==> src/rtl/io_pkg.sv <==
// Shared constants and helpers for the button/switch input conditioner.
// Board defaults assume a 50 MHz clock.
package io_pkg;

    localparam int unsigned CLK_HZ         = 50_000_000;
    localparam int unsigned CYCLES_PER_MS  = CLK_HZ / 1000;
    localparam int unsigned DEBOUNCE_MS    = 20;
    localparam int unsigned REPEAT_DLY_MS  = 500;
    localparam int unsigned REPEAT_PER_MS  = 100;

    localparam int unsigned DEF_DEBOUNCE_CYCLES = DEBOUNCE_MS * CYCLES_PER_MS;
    localparam int unsigned DEF_REPEAT_DELAY    = REPEAT_DLY_MS * CYCLES_PER_MS;
    localparam int unsigned DEF_REPEAT_PERIOD   = REPEAT_PER_MS * CYCLES_PER_MS;

    // Bits needed to hold values 0..max(a,b).
    function automatic int unsigned clog2_max(input int unsigned a, input int unsigned b);
        return $clog2(((a > b) ? a : b) + 1);
    endfunction

endpackage

==> src/rtl/input_conditioner_ch.sv <==
// One input channel: synchroniser, debounce filter, edge pulses and auto-repeat.
// Every output is driven straight from a flop.
module input_conditioner_ch
    import io_pkg::*;
#(
    parameter int unsigned SYNC_STAGES     = 2,
    parameter int unsigned DEBOUNCE_CYCLES = DEF_DEBOUNCE_CYCLES,
    parameter int unsigned REPEAT_DELAY    = DEF_REPEAT_DELAY,
    parameter int unsigned REPEAT_PERIOD   = DEF_REPEAT_PERIOD
) (
    input  logic clk,
    input  logic rst_n,
    input  logic din,
    input  logic repeat_en,
    output logic level,
    output logic rise,
    output logic fall,
    output logic rpt
);

    localparam int unsigned DCW = $clog2(DEBOUNCE_CYCLES + 1);
    localparam int unsigned RCW = clog2_max(REPEAT_DELAY, REPEAT_PERIOD);

    localparam logic [DCW-1:0] DEB_LAST    = DCW'(DEBOUNCE_CYCLES - 1);
    localparam logic [RCW-1:0] DELAY_LAST  = RCW'(REPEAT_DELAY - 1);
    localparam logic [RCW-1:0] PERIOD_LAST = RCW'(REPEAT_PERIOD - 1);

    logic [SYNC_STAGES-1:0] sync_q;
    logic [DCW-1:0]         dcnt_q, dcnt_d;
    logic                   level_q, level_d;
    logic                   rise_q, rise_d;
    logic                   fall_q, fall_d;
    logic [RCW-1:0]         rcnt_q, rcnt_d;
    logic                   first_q, first_d;
    logic                   rpt_q, rpt_d;
    logic                   s;

    assign s = sync_q[SYNC_STAGES-1];

    always_comb begin
        dcnt_d  = dcnt_q;
        level_d = level_q;
        rise_d  = 1'b0;
        fall_d  = 1'b0;
        if (s == level_q) begin
            dcnt_d = '0;
        end else if (dcnt_q == DEB_LAST) begin
            level_d = s;
            dcnt_d  = '0;
            rise_d  = s;
            fall_d  = ~s;
        end else begin
            dcnt_d = dcnt_q + DCW'(1);
        end
    end

    // A release on the same edge as a due repeat pulse suppresses the pulse.
    always_comb begin
        rcnt_d  = rcnt_q;
        first_d = first_q;
        rpt_d   = 1'b0;
        if (!level_q || !repeat_en || fall_d) begin
            rcnt_d  = '0;
            first_d = 1'b1;
        end else if (first_q && (rcnt_q == DELAY_LAST)) begin
            rpt_d   = 1'b1;
            rcnt_d  = '0;
            first_d = 1'b0;
        end else if (!first_q && (rcnt_q == PERIOD_LAST)) begin
            rpt_d  = 1'b1;
            rcnt_d = '0;
        end else begin
            rcnt_d = rcnt_q + RCW'(1);
        end
    end

    always_ff @(posedge clk or negedge rst_n) begin
        if (!rst_n) begin
            sync_q  <= '0;
            dcnt_q  <= '0;
            level_q <= 1'b0;
            rise_q  <= 1'b0;
            fall_q  <= 1'b0;
            rcnt_q  <= '0;
            first_q <= 1'b1;
            rpt_q   <= 1'b0;
        end else begin
            sync_q  <= {sync_q[SYNC_STAGES-2:0], din};
            dcnt_q  <= dcnt_d;
            level_q <= level_d;
            rise_q  <= rise_d;
            fall_q  <= fall_d;
            rcnt_q  <= rcnt_d;
            first_q <= first_d;
            rpt_q   <= rpt_d;
        end
    end

    assign level = level_q;
    assign rise  = rise_q;
    assign fall  = fall_q;
    assign rpt   = rpt_q;

endmodule

==> src/rtl/input_conditioner.sv <==
// N-channel front end for raw board buttons/switches; channels share no state.
// Active-low KEY pins must be inverted before din.
module input_conditioner
    import io_pkg::*;
#(
    parameter int unsigned WIDTH           = 3,
    parameter int unsigned SYNC_STAGES     = 2,
    parameter int unsigned DEBOUNCE_CYCLES = DEF_DEBOUNCE_CYCLES,
    parameter int unsigned REPEAT_DELAY    = DEF_REPEAT_DELAY,
    parameter int unsigned REPEAT_PERIOD   = DEF_REPEAT_PERIOD
) (
    input  logic             clk,
    input  logic             rst_n,
    input  logic [WIDTH-1:0] din,
    input  logic [WIDTH-1:0] repeat_en,
    output logic [WIDTH-1:0] level,
    output logic [WIDTH-1:0] rise,
    output logic [WIDTH-1:0] fall,
    output logic [WIDTH-1:0] rpt
);

    for (genvar g = 0; g < WIDTH; g++) begin : g_ch
        input_conditioner_ch #(
            .SYNC_STAGES    (SYNC_STAGES),
            .DEBOUNCE_CYCLES(DEBOUNCE_CYCLES),
            .REPEAT_DELAY   (REPEAT_DELAY),
            .REPEAT_PERIOD  (REPEAT_PERIOD)
        ) u_ch (
            .clk      (clk),
            .rst_n    (rst_n),
            .din      (din[g]),
            .repeat_en(repeat_en[g]),
            .level    (level[g]),
            .rise     (rise[g]),
            .fall     (fall[g]),
            .rpt      (rpt[g])
        );
    end

endmodule

==> config.mk <==
export PLATFORM = sky130hd
export DESIGN_NAME = input_conditioner
export DESIGN_NICKNAME = d
export VERILOG_FILES = /design/src/rtl/io_pkg.sv /design/src/rtl/input_conditioner_ch.sv /design/src/rtl/input_conditioner.sv
export SDC_FILE = /design/constraint.sdc
export NUM_CORES = 1
export LEC_CHECK = 0
export CORE_ASPECT_RATIO = 0.6
export CORE_MARGIN = 2
export CORE_UTILIZATION = 60
export DETAILED_ROUTE_END_ITERATION = 10
export HOLD_SLACK_MARGIN = 0.06
export PLACE_DENSITY = 0.78
export SETUP_SLACK_MARGIN = 0.5
export SYNTH_ARGS = -nofsm -noshare
export SYNTH_HDL_FRONTEND = slang
export SYNTH_HIERARCHICAL = 1
export SYNTH_SLANG_ARGS = --single-unit
==> constraint.sdc <==
create_clock -name clk -period 3 [get_ports clk]
set_clock_uncertainty 0.15 [all_clocks]
set_input_delay 0.75 -clock clk [delete_from_list [all_inputs] [get_ports clk]]
set_output_delay 0.75 -clock clk [all_outputs]
set_load 0.02 [all_outputs]
# Word-level counts from Yosys, hierarchy flattened
# Index checks and enable logic that the tools add are counted.
totals:
  regBits: 156
  latch_bits: 0
  mem_bits_rw: 0
  rom_bits: 0
  in_bits: 8
  output_inout_bits: 12
  wordCells: 117
  mem_count: 0
classes:
  n_addsub: 6
  mul: 0
  div: 0
  order_cmp: 0
  eq_ne: 12
  n_shift: 0
  muxes: 42
  n_bitwise: 6
  n_reduce_logical: 27
op_table:
  columns: ["operator", "count"]
  rows:
  - ["25-bit 2-to-1 mux", 9]
  - ["20-bit 2-to-1 mux", 6]
  - ["25-bit by 1-bit adder with 25-bit output (second input constant)", 3]
  - ["25-bit by 23-bit equality test with 1-bit output (second input constant)", 3]
  - ["25-bit equality test (second input constant)", 3]
  - ["20-bit by 1-bit adder with 20-bit output (second input constant)", 3]
  - ["20-bit equality test (second input constant)", 3]
  - ["1-bit 2-to-1 mux", 27]
  - ["1-bit logical NOT", 9]
  - ["1-bit logical AND", 6]
  - ["1-bit logical OR", 6]
  - ["1-bit NOT", 6]
  - ["2-bit AND reduction", 3]
  - ["2-bit nonzero test", 3]
  - ["1-bit equality test", 3]

# Longest topological paths before layout
depth:
  depth_word: 5
  ltp_mapped: 7
  mapped_depth_nobuf: 5

# Hierarchy
# The synthesis kept the hierarchy.
modules_own_cells:
  columns: ["mod", "n_inst", "cells_per_inst", "area_each_um2", "seq_area_each_um2"]
  rows:
  - ["input_conditioner_ch at g_ch[1].u_ch ...", 2, 259, 2623.8, 1302.5]
  - ["input_conditioner_ch at g_ch[0].u_ch", 1, 265, 2653.8, 1302.5]

# Least setup slack after synthesis
# No wires, ideal clock.
synth_timing:
  kind: "register to register"
  start: "register g_ch[1].u_ch.dcnt_q[0]"
  end: "register g_ch[1].u_ch.rcnt_q[7]"
  setup_ns: 0.134
  arrival_time_ns: 2.044
  t_required_ns: 2.716
  slack_ns: 0.672
  path_stages_with_launch: 7
  path_buffers: 1
  synth_period_minus_slack_ns: 2.328
  cell_sequence: "dfrtp_1 ha_1 nand3_2 or4_1 o311ai_4 buf_2 nor3_1"
synth_via:
  elab_chain_len: 5
synth_lines:
  columns: ["element", "line_no", "source"]
  rows:
  - ["from (decl)", "input_conditioner_ch.sv:29", "logic [DCW-1:0] dcnt_q, dcnt_d;"]
  - ["from (signal assigned)", "input_conditioner_ch.sv:89", "dcnt_q <= dcnt_d;"]
  - ["20-bit equality test", "input_conditioner_ch.sv:47", "end else if (dcnt_q == DEB_LAST) begin"]
  - ["1-bit 2-to-1 mux", "input_conditioner_ch.sv:47", null]
  - ["1-bit 2-to-1 mux", "input_conditioner_ch.sv:45", "if (s == level_q) begin"]
  - ["1-bit logical OR", "input_conditioner_ch.sv:62", "if (!level_q || !repeat_en || fall_d) begin"]
  - ["25-bit 2-to-1 mux", "input_conditioner_ch.sv:62", null]
  - ["net g_ch[1].u_ch.rcnt_d[7]", "input_conditioner_ch.sv:33", "logic [RCW-1:0] rcnt_q, rcnt_d;"]
  - ["to (signal assigned)", "input_conditioner_ch.sv:93", "rcnt_q <= rcnt_d;"]
  - ["to (decl)", "input_conditioner_ch.sv:33", null]
# The timed path passes the listed nets, and every way through them passes these cells.
# A chain may end at the register's enable or synchronous reset.

# Worst setup path in the final report
layout_timing:
  start: "register g_ch[0].u_ch.level_q"
  end: "output port level[0]"
layout_lines:
  columns: ["element", "line_no", "source"]
  rows:
  - ["from (decl)", "input_conditioner_ch.sv:30", "logic level_q, level_d;"]
  - ["from (signal assigned)", "input_conditioner_ch.sv:90", "level_q <= level_d;"]
  - ["to (decl)", "input_conditioner.sv:16", "output logic [WIDTH-1:0] level,"]
# No word-level cell between the ends.

==> impl_metrics.tcl <==
set metrics [dict create \
    synth_cell_type_count 49 \
    end_kind "output port" \
    reg2reg_depth 4 \
    grtUsageTotal_pct 25.5 \
    overflow 0 \
    cap_violations 0 \
    drc 0 \
    multi_input_area_mm2 0.00380 \
    tns_ns 0 \
    fin_crit_ns 2.45 \
    core_area_mm2 0.0129 \
    cp_max_fo 6 \
    port_buffers 19 \
    synth_top_area_share_pct 48.5 \
    crit_buf_inv 1 \
    yosys.area.top_type "dfrtp_1" \
    p_switching_uw 982 \
    clock_latency_ns 0.43 \
    clock_path_buffers 2 \
    area.growth.synth_to_final_pct 12.7 \
    htree_levels 4 \
    cp_slowest_stage_delay_ns 0.65 \
    routabilityCongestion 0.909 \
    first_pass_iters 5 \
    netlist_area_mm2 0.00790 \
    grt_pass1_wl_um 29100 \
    rsz0062_at_grt "no" \
    finalHoldViolations 0 \
    path_depth 1 \
    worstPathRequired_ns 2.10 \
    cts_tree "done" \
    yosysSeqAreaShare_pct 49.5 \
    internal_power_uw 3340 \
    power_density_mw_per_mm2 485 \
    antenna_found_initial 0 \
    ys.flop_type "dfrtp_1" \
    cp_cell_sequence "clkdlybuf4s50_1" \
    grt_pass1_vias 6009 \
    grt_use_met2_pct 39.1 \
    p_total_uw 4320 \
    worst_slew_margin_rel_pct 58.5 \
    status "complete, no violations" \
    gr-usage-met3_pct 4.59 \
    detail-route-antenna-nets 0 \
    synth_edf_count 0 \
    ys_ff_latch 156 \
    seqCellArea_mm2 0.00391 \
    dpl.cell_count 958 \
    path_clk_slew_ns 0.07 \
    dp_hpwl_um 11400 \
    postCtsSetupBuffers 0 \
    clock.fmax_ghz 0.409 \
    ir_drop_uv 416 \
    synth.avg_cell_area_um2 10.1 \
    setup_violations 0 \
    via_count 6325 \
    seqPwrFrac_pct 49.4 \
    num_antenna_cells 0 \
    wirelength_um 17100 \
    initial_core_util_pct 61.5 \
    async_flop_share_pct 100 \
    switching_share_pct 22.7 \
    critical_path_class "reg -> out" \
    avgViaCountPerCell 6.39 \
    die_w_um 152 \
    power_frac_comb_pct 2.1 \
    worstMarginPinSlew_ns 0.623 \
    cts_buffers 17 \
    cts_root_buf "clkbuf_16" \
    drt-initial-drc-count 586 \
    routedWlPerCell_um 17.3 \
    gr-max-usage-layer "met2" \
    slowest_stage "clkdlybuf4s50_1" \
    dieArea_mm2 0.0141 \
    cts_hold_buffers 0 \
    row_count 32 \
    grt_max_degree 66 \
    drive_gt1_share_pct 8.90 \
    die_height_um 92.9 \
    num-fill-cells 929 \
    hold_ws_ns 0.145 \
    synth_commonest_cells "153 x dfrtp_1, 66 x nor3_1, 60 x xnor2_1" \
    finalCritPeriodShare_pct 81.6 \
    use_met1_pct 36.7 \
    total_leakage_power_uw 0.00326 \
    start_kind "flop" \
    layout.nets 821 \
    finalNonFillerCells 990 \
    clkPwrFrac_pct 48.5 \
    synth.area.top_cells "dfrtp_1 48%, xnor2_1 6.7%, nor3_1 4.2%" \
    yosysWarningCount 6 \
    synth_nets 797 \
    min_path_type "in -> async" \
    syn_inst 783 \
    cp.arrival_ns 1.55 \
    synthMostInstantiatedCell "dfrtp_1" \
    cp_top_family "buffers and inverters" \
    maxSlewViolCount 0 \
    num_io_pins 20 \
    cts.sinks 156 \
]
stage by stage:
step	setup slack, ns	cell area, um^2	util (%)
after floorplan	0.672	7900	-
after CTS	0.514	8880	69.1
final	0.552	8910	69.3
after global placement	0.571	8290	64.5
after global routing	0.496	8910	69.3
after detailed placement	0.441	8290	64.5
worst paths after layout:
kind | slack [ns] | to | start
min | 0.14 | g_ch[0].u_ch/rcnt_q[11]$_DFF_PN0_ | rst_n
max | 0.55 | level[0] | g_ch[0].u_ch/level$_DFFE_PN0P_
max reg2reg | 0.57 | g_ch[1].u_ch/rcnt_q[19]$_DFF_PN0_ | g_ch[1].u_ch/rcnt_q[2]$_DFF_PN0_
min in group clk | 0.20 | g_ch[1].u_ch/sync_q[1]$_DFF_PN0_ | g_ch[1].u_ch/sync_q[0]$_DFF_PN0_
max in group asynchronous | 1.71 | g_ch[2].u_ch/first_q$_DFFE_PN1P_ | rst_n
min reg2reg | 0.20 | g_ch[1].u_ch/sync_q[1]$_DFF_PN0_ | g_ch[1].u_ch/sync_q[0]$_DFF_PN0_
timing repair:
item,in CTS,in global routing
endpoints found under the setup margin,47,68
resized for setup,4,8
hold endpoints to repair,0,0
metal layers:
layer | share of wire (%) | wire (um)
met1 | 48 | 8150
met2 | 46 | 7900
met3 | 4.9 | 840
met4 | 1.5 | 259
met5 | 0 | 0
flip-flops by register name, indices dropped and copies added (netlist names):
| signal | cells |
|---|---|
| g_ch.u_ch/level | 3 |
| g_ch.u_ch/dcnt_q | 60 |
| g_ch.u_ch/rpt | 3 |
| g_ch.u_ch/rise | 3 |
| g_ch.u_ch/sync_q | 6 |
| g_ch.u_ch/fall | 3 |
| g_ch.u_ch/rcnt_q | 75 |
| g_ch.u_ch/first_q | 3 |
logic make-up after synthesis:
| logic type | Yosys count | share of synthesized area, % |
|---|---|---|
| adder cells (fa/ha/maj) | 6 | 0.950 |
| AND/OR/NAND/NOR | 387 | 27.7 |
| AO/OA/AOI/OAI | 96 | 9.25 |
| multiplexers | 3 | 0.428 |
| flip-flops | 156 | 49.5 |
| XOR/XNOR | 84 | 9.31 |
| buffers and inverters | 51 | 2.87 |
layout make-up:
cell class	instances	area share, %
clock inverter	12	1.28
sequential	156	43.9
timing repair buffer	33	3.65
multi-input combinational	576	42.7
inverter	23	0.969
clock buffer	20	5.13
tap	170	2.39
power by group through the flow:
stage	Sequential (uW)	Combinational (uW)	Clock, uW
after floorplan	2170	25.8	0
after global placement	2170	90.7	0
after detailed placement	2170	95.2	0
after CTS	2130	95.9	2120
after global routing	2140	107	2200
final	2130	91.9	2090
placed cells by master, fill, tap and decap left out, types with 25 or more instances in the layout:
cell type    n
nand3_1     37
nor2_1      56
a211oi_1    25
nand4_1     36
dfrtp_1    153
nand2_1     41
or3_1       32
nor3_1      66
xnor2_1     60
o21ai_0     25
No activity file was read; power rests on OpenSTA's default activity.
